File: src/rtl/osd_format_pkg.sv
// Shared OSD formatting helpers: format modes, FSM states, ASCII conversion
// and the decimal field-length calculation.
package osd_format_pkg;

  typedef enum logic [1:0] {
    FMT_HEX  = 2'b00,
    FMT_BIN  = 2'b01,
    FMT_DEC  = 2'b10,
    FMT_RSVD = 2'b11
  } fmt_mode_e;

  typedef enum logic [1:0] {
    ST_IDLE,
    ST_CONV,
    ST_EMIT,
    ST_DONE
  } fmt_state_e;

  localparam logic [7:0] ASCII_SPACE = 8'h20;
  localparam logic [7:0] ASCII_ZERO  = 8'h30;

  // ceil(w*log10(2)) digits cover 2^w-1; one extra digit keeps a leading-zero margin
  function automatic int dec_digits_for_width(input int w);
    return (w * 30103 + 99999) / 100000 + 1;
  endfunction

  function automatic logic [7:0] bcd2ascii(input logic [3:0] d);
    return ASCII_ZERO + {4'h0, d};
  endfunction

  function automatic logic [7:0] hex2ascii(input logic [3:0] d, input logic upper);
    if (d < 4'd10) return bcd2ascii(d);
    return (upper ? 8'h41 : 8'h61) + {4'h0, d} - 8'd10;
  endfunction

endpackage

File: src/rtl/osd_num_formatter_if.sv
// Request side and character stream of the OSD number formatter.
interface osd_num_formatter_if #(
  parameter int WIDTH = 16
);
  logic             start;
  logic [WIDTH-1:0] value;
  logic [1:0]       mode;
  logic             blank;
  logic             busy;
  logic [7:0]       ch;
  logic             ch_valid;
  logic             ch_ready;
  logic             ch_last;
  logic             done;

  modport master (
    output start, value, mode, blank, ch_ready,
    input  busy, ch, ch_valid, ch_last, done
  );

  modport slave (
    input  start, value, mode, blank, ch_ready,
    output busy, ch, ch_valid, ch_last, done
  );
endinterface

File: src/rtl/osd_bcd_shift.sv
// Iterative double-dabble: one value bit per step, MSB first, done after WIDTH steps.
module osd_bcd_shift
  import osd_format_pkg::*;
#(
  parameter int WIDTH  = 16,
  parameter int DIGITS = dec_digits_for_width(WIDTH)
) (
  input  logic                clk,
  input  logic                rst_n,
  input  logic                load,
  input  logic                step,
  input  logic [WIDTH-1:0]    value,
  output logic [DIGITS*4-1:0] bcd,
  output logic                done
);
  localparam int CNT_W = $clog2(WIDTH + 1);

  logic [WIDTH-1:0]    shreg;
  logic [CNT_W-1:0]    cnt;
  logic [DIGITS*4-1:0] adj;

  always_comb begin
    adj = bcd;
    for (int i = 0; i < DIGITS; i++) begin
      if (bcd[4*i +: 4] >= 4'd5) adj[4*i +: 4] = bcd[4*i +: 4] + 4'd3;
    end
  end

  always_ff @(posedge clk or negedge rst_n) begin
    if (!rst_n) begin
      shreg <= '0;
      bcd   <= '0;
      cnt   <= '0;
    end else if (load) begin
      shreg <= value;
      bcd   <= '0;
      cnt   <= '0;
    end else if (step && !done) begin
      bcd   <= {adj[DIGITS*4-2:0], shreg[WIDTH-1]};
      shreg <= shreg << 1;
      cnt   <= cnt + 1'b1;
    end
  end

  assign done = (cnt == CNT_W'(WIDTH));

endmodule

File: src/rtl/osd_num_formatter.sv
// Formats a WIDTH-bit value as a fixed-length hex, binary or decimal ASCII
// string, one character per valid/ready transfer, most significant digit first.
module osd_num_formatter
  import osd_format_pkg::*;
#(
  parameter int WIDTH      = 16,
  parameter int UPPERCASE  = 1,
  parameter int DEC_DIGITS = dec_digits_for_width(WIDTH)
) (
  input logic               clk,
  input logic               rst_n,
  osd_num_formatter_if.slave bus
);
  localparam int HEX_DIGITS = (WIDTH + 3) / 4;
  localparam int BUF_DIGITS = (WIDTH > DEC_DIGITS) ? WIDTH : DEC_DIGITS;
  localparam int POS_W      = $clog2(BUF_DIGITS + 1);

  fmt_state_e state, state_next;
  fmt_mode_e  mode_q, mode_in;
  logic       blank_q;
  logic       seen;
  logic [POS_W-1:0]        pos, pos_init;
  logic [BUF_DIGITS*4-1:0] digits, hex_load, bin_load, dec_load;
  logic [HEX_DIGITS*4-1:0] hex_pad;
  logic [DEC_DIGITS*4-1:0] bcd;
  logic       bcd_done;
  logic       accept, xfer, is_last, dec_step;
  logic [3:0] cur_digit;
  logic [7:0] cur_char;

  assign accept    = (state == ST_IDLE) && bus.start;
  assign xfer      = (state == ST_EMIT) && bus.ch_ready;
  assign is_last   = (pos == '0);
  assign dec_step  = (state == ST_CONV) && (mode_q == FMT_DEC);
  assign cur_digit = 4'(digits >> {pos, 2'b00});

  osd_bcd_shift #(.WIDTH(WIDTH), .DIGITS(DEC_DIGITS)) u_bcd (
    .clk   (clk),
    .rst_n (rst_n),
    .load  (accept),
    .step  (dec_step),
    .value (bus.value),
    .bcd   (bcd),
    .done  (bcd_done)
  );

  // The reserved mode code formats as hex; pos counts down to the last character
  always_comb begin
    mode_in = fmt_mode_e'(bus.mode);
    if (mode_in == FMT_RSVD) mode_in = FMT_HEX;
    case (mode_in)
      FMT_BIN: pos_init = POS_W'(WIDTH - 1);
      FMT_DEC: pos_init = POS_W'(DEC_DIGITS - 1);
      default: pos_init = POS_W'(HEX_DIGITS - 1);
    endcase
  end

  always_comb begin
    hex_pad = '0;
    hex_pad[WIDTH-1:0] = bus.value;
    hex_load = '0;
    for (int i = 0; i < HEX_DIGITS; i++) hex_load[4*i +: 4] = hex_pad[4*i +: 4];
    bin_load = '0;
    for (int i = 0; i < WIDTH; i++) bin_load[4*i] = bus.value[i];
    dec_load = '0;
    dec_load[DEC_DIGITS*4-1:0] = bcd;
  end

  always_ff @(posedge clk or negedge rst_n) begin
    if (!rst_n) state <= ST_IDLE;
    else        state <= state_next;
  end

  // Hex and binary pass through CONV for one cycle so every mode shares the load-to-emit path
  always_comb begin
    state_next = state;
    case (state)
      ST_IDLE: if (accept) state_next = ST_CONV;
      ST_CONV: if (mode_q != FMT_DEC || bcd_done) state_next = ST_EMIT;
      ST_EMIT: if (xfer && is_last) state_next = ST_DONE;
      ST_DONE: state_next = ST_IDLE;
      default: state_next = ST_IDLE;
    endcase
  end

  always_ff @(posedge clk or negedge rst_n) begin
    if (!rst_n) begin
      mode_q  <= FMT_HEX;
      blank_q <= 1'b0;
      pos     <= '0;
      seen    <= 1'b0;
      digits  <= '0;
    end else if (accept) begin
      mode_q  <= mode_in;
      blank_q <= bus.blank;
      pos     <= pos_init;
      seen    <= 1'b0;
      digits  <= (mode_in == FMT_BIN) ? bin_load : hex_load;
    end else if (dec_step && bcd_done) begin
      digits <= dec_load;
    end else if (xfer) begin
      seen <= seen | (cur_digit != 4'd0);
      if (!is_last) pos <= pos - 1'b1;
    end
  end

  // A zero is blanked only while every earlier digit was zero and it is not the final position
  always_comb begin
    if (blank_q && !seen && cur_digit == 4'd0 && !is_last) cur_char = ASCII_SPACE;
    else if (mode_q == FMT_DEC)                            cur_char = bcd2ascii(cur_digit);
    else                                                   cur_char = hex2ascii(cur_digit, UPPERCASE != 0);
  end

  always_comb begin
    bus.busy     = (state == ST_CONV) || (state == ST_EMIT);
    bus.ch_valid = (state == ST_EMIT);
    bus.ch_last  = (state == ST_EMIT) && is_last;
    bus.done     = (state == ST_DONE);
    bus.ch       = (state == ST_EMIT) ? cur_char : 8'h00;
  end

endmodule

File: src/flat_wrapper.sv
// flat-port wrapper written by rule: the top's interface ports become plain ports
module osd_num_formatter_flat import osd_format_pkg::*;
#(
  parameter int WIDTH      = 16,
  parameter int UPPERCASE  = 1,
  parameter int DEC_DIGITS = dec_digits_for_width(WIDTH)
)
  (clk, rst_n, bus_start, bus_value, bus_mode, bus_blank, bus_ch_ready, bus_busy, bus_ch, bus_ch_valid, bus_ch_last, bus_done);
  osd_num_formatter_if #(.WIDTH(WIDTH)) bus_i ();
  input logic clk;
  input logic rst_n;
  input wire logic [$bits(bus_i.start)-1:0] bus_start;
  input wire logic [$bits(bus_i.value)-1:0] bus_value;
  input wire logic [$bits(bus_i.mode)-1:0] bus_mode;
  input wire logic [$bits(bus_i.blank)-1:0] bus_blank;
  input wire logic [$bits(bus_i.ch_ready)-1:0] bus_ch_ready;
  output wire logic [$bits(bus_i.busy)-1:0] bus_busy;
  output wire logic [$bits(bus_i.ch)-1:0] bus_ch;
  output wire logic [$bits(bus_i.ch_valid)-1:0] bus_ch_valid;
  output wire logic [$bits(bus_i.ch_last)-1:0] bus_ch_last;
  output wire logic [$bits(bus_i.done)-1:0] bus_done;
  assign bus_i.start = bus_start;
  assign bus_i.value = bus_value;
  assign bus_i.mode = bus_mode;
  assign bus_i.blank = bus_blank;
  assign bus_i.ch_ready = bus_ch_ready;
  assign bus_busy = bus_i.busy;
  assign bus_ch = bus_i.ch;
  assign bus_ch_valid = bus_i.ch_valid;
  assign bus_ch_last = bus_i.ch_last;
  assign bus_done = bus_i.done;
  osd_num_formatter #(.WIDTH(WIDTH), .UPPERCASE(UPPERCASE), .DEC_DIGITS(DEC_DIGITS)) u_core (.clk(clk), .rst_n(rst_n), .bus(bus_i));
endmodule
File: config.mk
export PLATFORM = sky130hd
export DESIGN_NAME = osd_num_formatter_flat
export DESIGN_NICKNAME = d
export VERILOG_FILES = /design/src/rtl/osd_format_pkg.sv /design/src/rtl/osd_num_formatter_if.sv /design/src/rtl/osd_bcd_shift.sv /design/src/rtl/osd_num_formatter.sv /design/src/flat_wrapper.sv
export SDC_FILE = /design/constraint.sdc
export NUM_CORES = 1
export LEC_CHECK = 0
export ABC_AREA = 1
export CAP_MARGIN = 40
export CORE_MARGIN = 4
export CORE_UTILIZATION = 60
export DETAILED_ROUTE_END_ITERATION = 6
export DONT_BUFFER_PORTS = 1
export GPL_ROUTABILITY_DRIVEN = 0
export GPL_TIMING_DRIVEN = 0
export MAX_ROUTING_LAYER = met4
export PLACE_DENSITY = 0.8
export SYNTH_ARGS = -nofsm -noshare
export SYNTH_HDL_FRONTEND = slang
export SYNTH_SLANG_ARGS = --single-unit
File: constraint.sdc
create_clock -name clk -period 4.43 [get_ports clk]
set_clock_uncertainty 0.2 [all_clocks]
set_input_delay 0.6645 -clock clk [delete_from_list [all_inputs] [get_ports clk]]
set_output_delay 0.6645 -clock clk [all_outputs]
set_load 0.05 [all_outputs]
## Yosys cells after proc, flatten, opt, wreduce, memory -nomap -nowiden

Cells that the tools add are included.

| storage, ports and cells | value |
|---|---|
| register bits | 120 |
| bits in latches | 0 |
| memory bits (writable) | 0 |
| ROM bits | 0 |
| bits of input ports | 23 |
| logic and storage cells | 104 |
| memories kept | 0 |

| cells by class | value |
|---|---|
| $add $sub $neg | 11 |
| $mul | 0 |
| div/mod/pow operators | 0 |
| order comparisons | 7 |
| eq/ne operators | 14 |
| shift-type cells | 1 |
| multiplexer cells | 36 |
| bitwise operators | 1 |
| reduce and logical (&&, ||, !) cells | 25 |

Operators by type and width:

| cell | count |
|---|---|
| 64-bit 2-to-1 mux | 2 |
| 64-bit by 7-bit >> shifter with 4-bit output | 1 |
| 61-bit 2-to-1 mux | 1 |
| 24-bit 2-to-1 mux | 2 |
| 8-bit 2-to-1 mux | 5 |
| 16-bit 2-to-1 mux | 2 |
| 5-bit 2-to-1 mux | 6 |
| 4-bit by 3-bit >= comparator with 1-bit output (second input constant) | 6 |
| 4-bit by 2-bit adder with 4-bit output (second input constant) | 5 |
| 4-bit 2-to-1 mux | 5 |
| 2-bit equality test (second input constant) | 5 |
| 1-bit logical AND | 10 |
| 7-bit by 4-bit adder with 8-bit output (first input constant) | 1 |
| 2-bit 2-to-1 mux | 4 |
| 2-bit by 1-bit inequality test with 1-bit output (second input constant) | 4 |
| 2-bit one-hot mux with 4 select lines | 1 |
| 4-bit one-hot mux with 2 select lines | 1 |
| 8-bit by 4-bit subtractor with 8-bit output (second input constant) | 1 |
| 6-bit by 4-bit adder with 7-bit output (first input constant) | 1 |
| 1-bit 2-to-1 mux | 6 |
| 3-bit AND reduction | 2 |
| 2-bit nonzero test | 3 |
| 5-bit by 1-bit adder with 5-bit output (second input constant) | 1 |
| 5-bit equality test (second input constant) | 1 |
| 14 further kinds | 19 |

## Logic depth before layout (Yosys ltp)

Gate-level depths: netlist of run 1.

| logic depth | value |
|---|---|
| word-level depth | 9 |
| gate-level depth with buffers | 13 |
| mapped depth without buffers | 12 |

## Cells and area by module

A second synthesis of run 1 with hierarchy kept.

| unflattened totals | value |
|---|---|
| cell total of the unflattened synthesis | 721 |
| area total of the unflattened synthesis | 5,446.5 µm² |

By module, submodules not included:

| module | times used | cells each | area each (µm²) | seq. area each (µm²) |
|---|---|---|---|---|
| osd_num_formatter | 1 | 383 | 2,817.7 | 1,126.1 |
| osd_bcd_shift | 1 | 338 | 2,628.8 | 1,126.1 |

## Least setup slack after synthesis of run 1

Ideal clock, no wire load.

| timing path | value |
|---|---|
| path type | reg2out |
| start point | register u_core.state[0] |
| end point | output bus_ch[1] |
| arrival | 2,271 ps |
| slack | 1,295 ps |
| stages on the path, launching flop included | 8 |
| path buffers | 1 |
| path through | dfrtp_1 > inv_1 > ha_1 > clkbuf_1 > inv_1 > nor2_2 > nand2_1 > nand2_1 |

| on the way | value |
|---|---|
| longest elaborated chain between the ends | 2 |

Ends and longest elaborated chain:

| item | RTL line | text |
|---|---|---|
| start, declared | osd_num_formatter.sv:18 | `fmt_state_e state, state_next;` |
| start signal, assigned | osd_num_formatter.sv:71 | `else state <= state_next;` |
| 2-bit equality test | - |  |
| named net bus_ch_valid | flat_wrapper.sv:19 | `output wire logic [$bits(bus_i.ch_valid)-1:0] bus_ch_valid;` |
| 8-bit 2-to-1 mux | osd_num_formatter.sv:119 | `bus.ch = (state == ST_EMIT) ? cur_char : 8'h00;` |
| end, declared | flat_wrapper.sv:18 | `output wire logic [$bits(bus_i.ch)-1:0] bus_ch;` |

The timed path passes the listed nets, and every way through them passes these cells.

## Worst setup path in the final report of run 1

Same ends and word-level chain as after synthesis.

==> results of run 1 <==
## logic make-up after synthesis
kind of cell,share of synthesized area [%]
AOI/OAI and AO/OA,18.5
xor gates and xnor gates,1.19
adders and majority gates,5.82
buffers and inverters,10.6
DFF,43.7
muxes,0.194
other,0.0727
and+or+nand+nor,20.0
## cell usage after synthesis (4+ instances only)
cell type and instances:
nand2_1 131, dfrtp_1 90, inv_1 85, o21ai_0 59
nand3_1 38, o22ai_1 28, a21oi_1 24, ha_1 24
nor2_1 22, o21ai_1 15, inv_2 13, buf_2 11
nand2_2 8, buf_6 7, xor2_1 7, o211ai_1 5
o22ai_2 5, o32ai_2 5, buf_4 4, nand2_4 4
## per-layer routing
metal / part of all wire, % / GRT usage [%] / vias up
li1: - / - / 2067
met1: 42 / 34.7 / 2063
met2: 48 / 42.8 / 159
met3: 6.6 / 5.12 / 30
met4: 2.5 / 11.2 / 0
met5: 0 / - / -
## metrics by stage
stage | power [uW] | cells | cell area [um2] | worst slack, ps | utilization, %
final | 3410 | 744 | 5590 | 668 | 67.3
after floorplan | 2380 | 618 | 5160 | 1290 | -
after CTS | 3410 | 744 | 5590 | 636 | 67.3
after global routing | 3650 | 744 | 5590 | 492 | 67.3
after global placement | 2640 | 723 | 5290 | 1130 | 63.7
after detailed placement | 2710 | 727 | 5320 | 1050 | 64.1
## flip-flops by register name, summed over array words and instances (netlist names), 2 cells and up
| register | count |
|---|---|
| u_core.u_bcd.shreg | 16 |
| u_core.u_bcd.cnt | 5 |
| u_core.u_bcd.bcd | 24 |
| u_core.digits | 34 |
| u_core.state | 2 |
| u_core.pos | 5 |
| u_core.mode_q | 2 |
## power by group
| group | internal [uW] | leakage (uW) | switching, uW |
|---|---|---|---|
| Sequential | 1050 | 0.00120 | 111 |
| Combinational | 500 | 0.00130 | 1070 |
| Clock | 377 | 0.000113 | 304 |
## final cells by class
type,instances,area [um2]
buffer,24,171
clock buffer,10,128
clock inverter,6,114
fill,662,2710
inverter,99,377
multi-input combinational,405,2360
sequential,90,2250
tap,105,131
timing repair buffer,5,57.6
## worst reg2reg max path, delay by kind of cell (launching register included)
family	cells	cell delay (ps)
adders and majority gates	1	510
buffers and inverters	2	470
DFF	1	410
AOI/OAI and AO/OA	2	350
and+or+nand+nor	2	330
## worst min path at each step
stage | startpoint | to | slack [ps] | depth (start not counted)
final | rst_n | u_core.digits[12] | -10 | 1
after global routing | rst_n | u_core.digits[12] | 20 | 1
after CTS | rst_n | u_core.digits[36] | 20 | 1
after detailed placement | rst_n | u_core.digits[40] | 170 | 0
after global placement | rst_n | u_core.digits[44] | 170 | 0
after floorplan | rst_n | u_core.blank_q | 170 | 0
## what timing repair did
action | 4_1_cts | 5_1_grt
hold endpoints to repair | 90 | 0
endpoints found under the setup margin | 0 | 0
hold buffers | 1 | 0
buffers inserted | 0 | 0
==> results_dict.tcl, run 1 <==
set metrics [dict create \
    final_cell_mix "nand2_1, dfrtp_1, inv_1" \
    crit_path_max_incr_delay_ps 510 \
    num_vias 4319 \
    worstSetupPathType "flop to output port" \
    crit_fanout 8 \
    synth_area_mm2 0.00516 \
    nets 681 \
    cp-end-kind "output port" \
    clk_pin_slew_ps 90 \
    syn_avg_cell_area_um2 8.35 \
    hpwl_um 9140 \
    post_drt_wl_per_cell_um 16.9 \
    synthToLayoutAreaGrowth_pct 8.34 \
    rr_startpoint "u_core.state[0]" \
    drt_iter0_drc 421 \
    yosysTopAreaCell "dfrtp_1" \
    cts_max_level 3 \
    synth_edf_count 0 \
    remaining_drc_errors 0 \
    dieArea_mm2 0.0101 \
    slew_violations 0 \
    yosysWarnings 0 \
    tightest_slew_ps 612 \
    critPathSlowestCell "ha_1" \
    finalHoldViolCount 9 \
    n_antenna_cell 0 \
    reg2reg_to "u_core.pos[2]" \
    yosysSeqAreaShare_pct 43.7 \
    ys.flop_type "dfrtp_1" \
    postRouteAntennaNets 0 \
    startpoint_type "flop" \
    ctsRootBufferMaster "clkbuf_8" \
    track_usage_pct 27.2 \
    synth_fp_nets 665 \
    power.leakage_uw 0.00261 \
    die_y_um 101 \
    fin_crit_sh_pct 84.9 \
    cts_resized 0 \
    setup_tns_ps 0 \
    gr-total-overflow 0 \
    grt_max_degree 91 \
    worstSetupEndpoint "bus_ch[1]" \
    reg2reg_setup_slack_ps 2100 \
    crit_cells 7 \
    fmax_mhz 266 \
    first_global_vias 4385 \
    status "finished, violations left" \
    synthArstFlopShare_pct 100 \
    cts_tree "yes" \
    cp_top_family "simple AND/OR/NAND/NOR gates" \
    critical_path.cell_chain "inv_1 -> ha_1 -> clkbuf_1 -> inv_1 -> nor2_2 -> nand2_1 -> nand2_1" \
    arrival_ps 2900 \
    ioPinCount 35 \
    powerDensity_mw_per_mm2 611 \
    drv_cap 0 \
    antenna_found_initial 0 \
    cts_inserted_buffers 9 \
    cp_data_required_time_ps 3570 \
    core-area_mm2 0.00830 \
    grt_pass1_wl_um 21100 \
    ys_top_cells_by_area "dfrtp_1, nand2_1, inv_1" \
    io_buffers 0 \
    initial_core_util_pct 62.2 \
    period_needed_ps 3760 \
    failed_checks "hold timing" \
    yosysTopAreaCellShare_pct 43.7 \
    drive_gt1_share_pct 14.6 \
    viasPerCell 5.81 \
    clockBufferDepth 2 \
    wl_um 12600 \
    path_buf_inv 3 \
    ys_ff_latch 90 \
    final_common_cell "nand2_1" \
    slew_headroom_pct 59.2 \
    fp.dieW_um 101 \
    rows 33 \
    rr_worst_depth 7 \
    setup_viol 0 \
    peakVddDrop_v 0.000385 \
    netlist_instances 618 \
    ys_types 40 \
    clock_latency_ps 370 \
    cts.sinks 90 \
    holdWs_ps -11.2 \
    firstDrtPassIters 7 \
    hold_path_class "input port to asynchronous set/reset pin" \
    startpoint "u_core.state[0]" \
    grt_setup_unrepaired "no" \
]
Note: power is estimated with default switching activity, not from simulation.
==> inputs of run 2 (changes only) <==
--- a/config.mk
+++ b/config.mk
@@ -8,7 +8,7 @@
 export ABC_AREA = 1
 export CAP_MARGIN = 40
 export CORE_MARGIN = 4
-export CORE_UTILIZATION = 60
+export CORE_UTILIZATION = 58
 export DETAILED_ROUTE_END_ITERATION = 6
 export DONT_BUFFER_PORTS = 1
 export GPL_ROUTABILITY_DRIVEN = 0
==> constraint.sdc (replaced) <==
create_clock -name clk -period 3.27 [get_ports clk]
set_clock_uncertainty 0.2 [all_clocks]
set_input_delay 0.4905 -clock clk [delete_from_list [all_inputs] [get_ports clk]]
set_output_delay 0.4905 -clock clk [all_outputs]
set_load 0.05 [all_outputs]
==> run 2 against run 1 <==
The run now ends clean. Global-route usage fell by 0.81 points. Sequential power rose by 36%. Largest cell class unchanged. Utilization fell by 3.2 points. Total power rose by 32%. Routed wire length fell by 0.46%. Highest routed layer unchanged.
==> results_dict.tcl, run 2 (synthesized netlist as in run 1, its figures left out) <==
set metrics [dict create \
    clk_pin_slew_ps 110 \
    antenna_found_initial 0 \
    crit_top_cell "nor2_1" \
    setup_tns_ps 0 \
    reg_top3 "u_core.digits (34), u_core.u_bcd.bcd (24), u_core.u_bcd.shreg (16)" \
    critPathSlowestCell "dfrtp_1" \
    peakVddDrop_v 0.000321 \
    cts_max_level 3 \
    dieArea_mm2 0.0105 \
    grt_pass1_wl_um 20600 \
    crit_path_max_incr_delay_ps 420 \
    cp-end-kind "output port" \
    first_global_vias 4262 \
    hold_path_class "input port to flop" \
    fin_crit_sh_pct 94.6 \
    tightest_slew_ps 545 \
    cts.sinks 90 \
    cts_inserted_buffers 9 \
    firstDrtPassIters 5 \
    post_drt_wl_per_cell_um 16.8 \
    p_total_uw 4500 \
    io_buffers 0 \
    hpwl_um 9330 \
    n_antenna_cell 0 \
    synthToLayoutAreaGrowth_pct 7.98 \
    nets 679 \
    slew_violations 0 \
    final_common_cell "nand2_1" \
    drv_cap 0 \
    largest_register "u_core.digits" \
    cts_tree "yes" \
    finalHoldViolCount 0 \
    wl_um 12500 \
    reg2reg_setup_slack_ps 1080 \
    viasPerCell 5.85 \
    fmax_mhz 323 \
    crit_fanout 10 \
    grt_max_degree 91 \
    startpoint_type "flop" \
    num_vias 4361 \
    gr-total-overflow 0 \
    ctsRootBufferMaster "clkbuf_8" \
    final_cell_mix "nand2_1, dfrtp_1, inv_1" \
    initial_core_util_pct 59.4 \
    grt_setup_unrepaired "no" \
    rows 34 \
    postRouteAntennaNets 0 \
    slew_headroom_pct 63.6 \
    cp_data_required_time_ps 2580 \
    powerDensity_mw_per_mm2 807 \
    arrival_ps 2400 \
    drive_gt1_share_pct 15.2 \
    drt_iter0_drc 345 \
    remaining_drc_errors 0 \
    die_y_um 102 \
    track_usage_pct 26.4 \
    status "finished, final reports clean" \
    worstSetupPathType "flop to output port" \
    critical_path.cell_chain "inv_2 -> buf_6 -> ha_1 -> inv_1 -> nor2_1 -> nand2_2 -> nor2_4 -> nor2_1 -> nand4_1 -> nand2_1 -> a21oi_4" \
    cts_setup_buffers 0 \
    clock_latency_ps 370 \
    fp.dieW_um 102 \
    ioPinCount 35 \
    period_needed_ps 3090 \
    setup_viol 0 \
    power.leakage_uw 0.00259 \
    clockBufferDepth 2 \
    largest_reg_flops 34 \
    core-area_mm2 0.00868 \
]
run 2: cell types whose count changed in the layout (fill, tap and decap cells not counted), moves of 3 or more:
cell / delta
buf_4: -3
bufinv_16: -3
inv_8: +3
nor2_1: -3
run 2: where the power goes:
group	total, uW	internal, uW	switching, uW
combinational	2150	674	1470
sequential	1580	1420	155
clock	771	307	464
run 2: metrics by stage:
step	worst slack, ps	std cells	hold WS, ps	area (um2)	util [%]
detailed placement	107	727	-2.23	5300	61.1
floorplan	309	618	-5.09	5160	-
finish	177	745	25.4	5570	64.2
global placement	146	726	-1.79	5290	61.0
global route	27.9	745	19.7	5570	64.2
CTS	0.245	745	22.7	5550	63.9
run 2: final cells by class:
type / count / area [um2]
clock inverters: 7 / 76.3
flip-flops and latches: 90 / 2250
multi-input cells: 405 / 2390
repair buffers: 3 / 45.0
fillers: 749 / 3110
clock buffers: 9 / 124
inverters: 99 / 377
plain buffers: 24 / 173
well taps: 108 / 135
run 2: worst max-delay path, delay by kind of cell (launching register included):
kind / cells / cell delay [ps]
buffers and inverters: 3 / 360
AND/OR/NAND/NOR: 6 / 720
adder cells (fa/ha/maj): 1 / 170
flip-flops: 1 / 420
AO/OA/AOI/OAI: 1 / 360
run 2: final timing paths:
path,startpoint,to,cells past startpoint
worst min register to register,u_core.u_bcd.shreg[10],u_core.u_bcd.shreg[10],2
worst max register to register,u_core.state[0],u_core.u_bcd.bcd[17],8
max in group asynchronous,rst_n,u_core.u_bcd.bcd[17],2
worst max-delay path,u_core.pos[0],bus_ch[0],11
min in group asynchronous,rst_n,u_core.digits[44],2
worst min-delay path,bus_blank,u_core.blank_q,2
run 2: repair_timing:
| action | 4_1_cts | 5_1_grt |
|---|---|---|
| hold endpoints to repair | 90 | 0 |
| pin swaps | 0 | 0 |
| hold buffers | 2 | 0 |
| endpoints found under the setup margin | 4 | 5 |
| resized for setup | 3 | 7 |
run 2: routing by layer:
metal	share of wire, %	GRT usage (%)	vias up
met2	49	41.2	158
met5	0	-	-
met4	3.3	12.7	0
met1	42	33.1	2101
met3	6.4	4.98	37
li1	-	-	2065
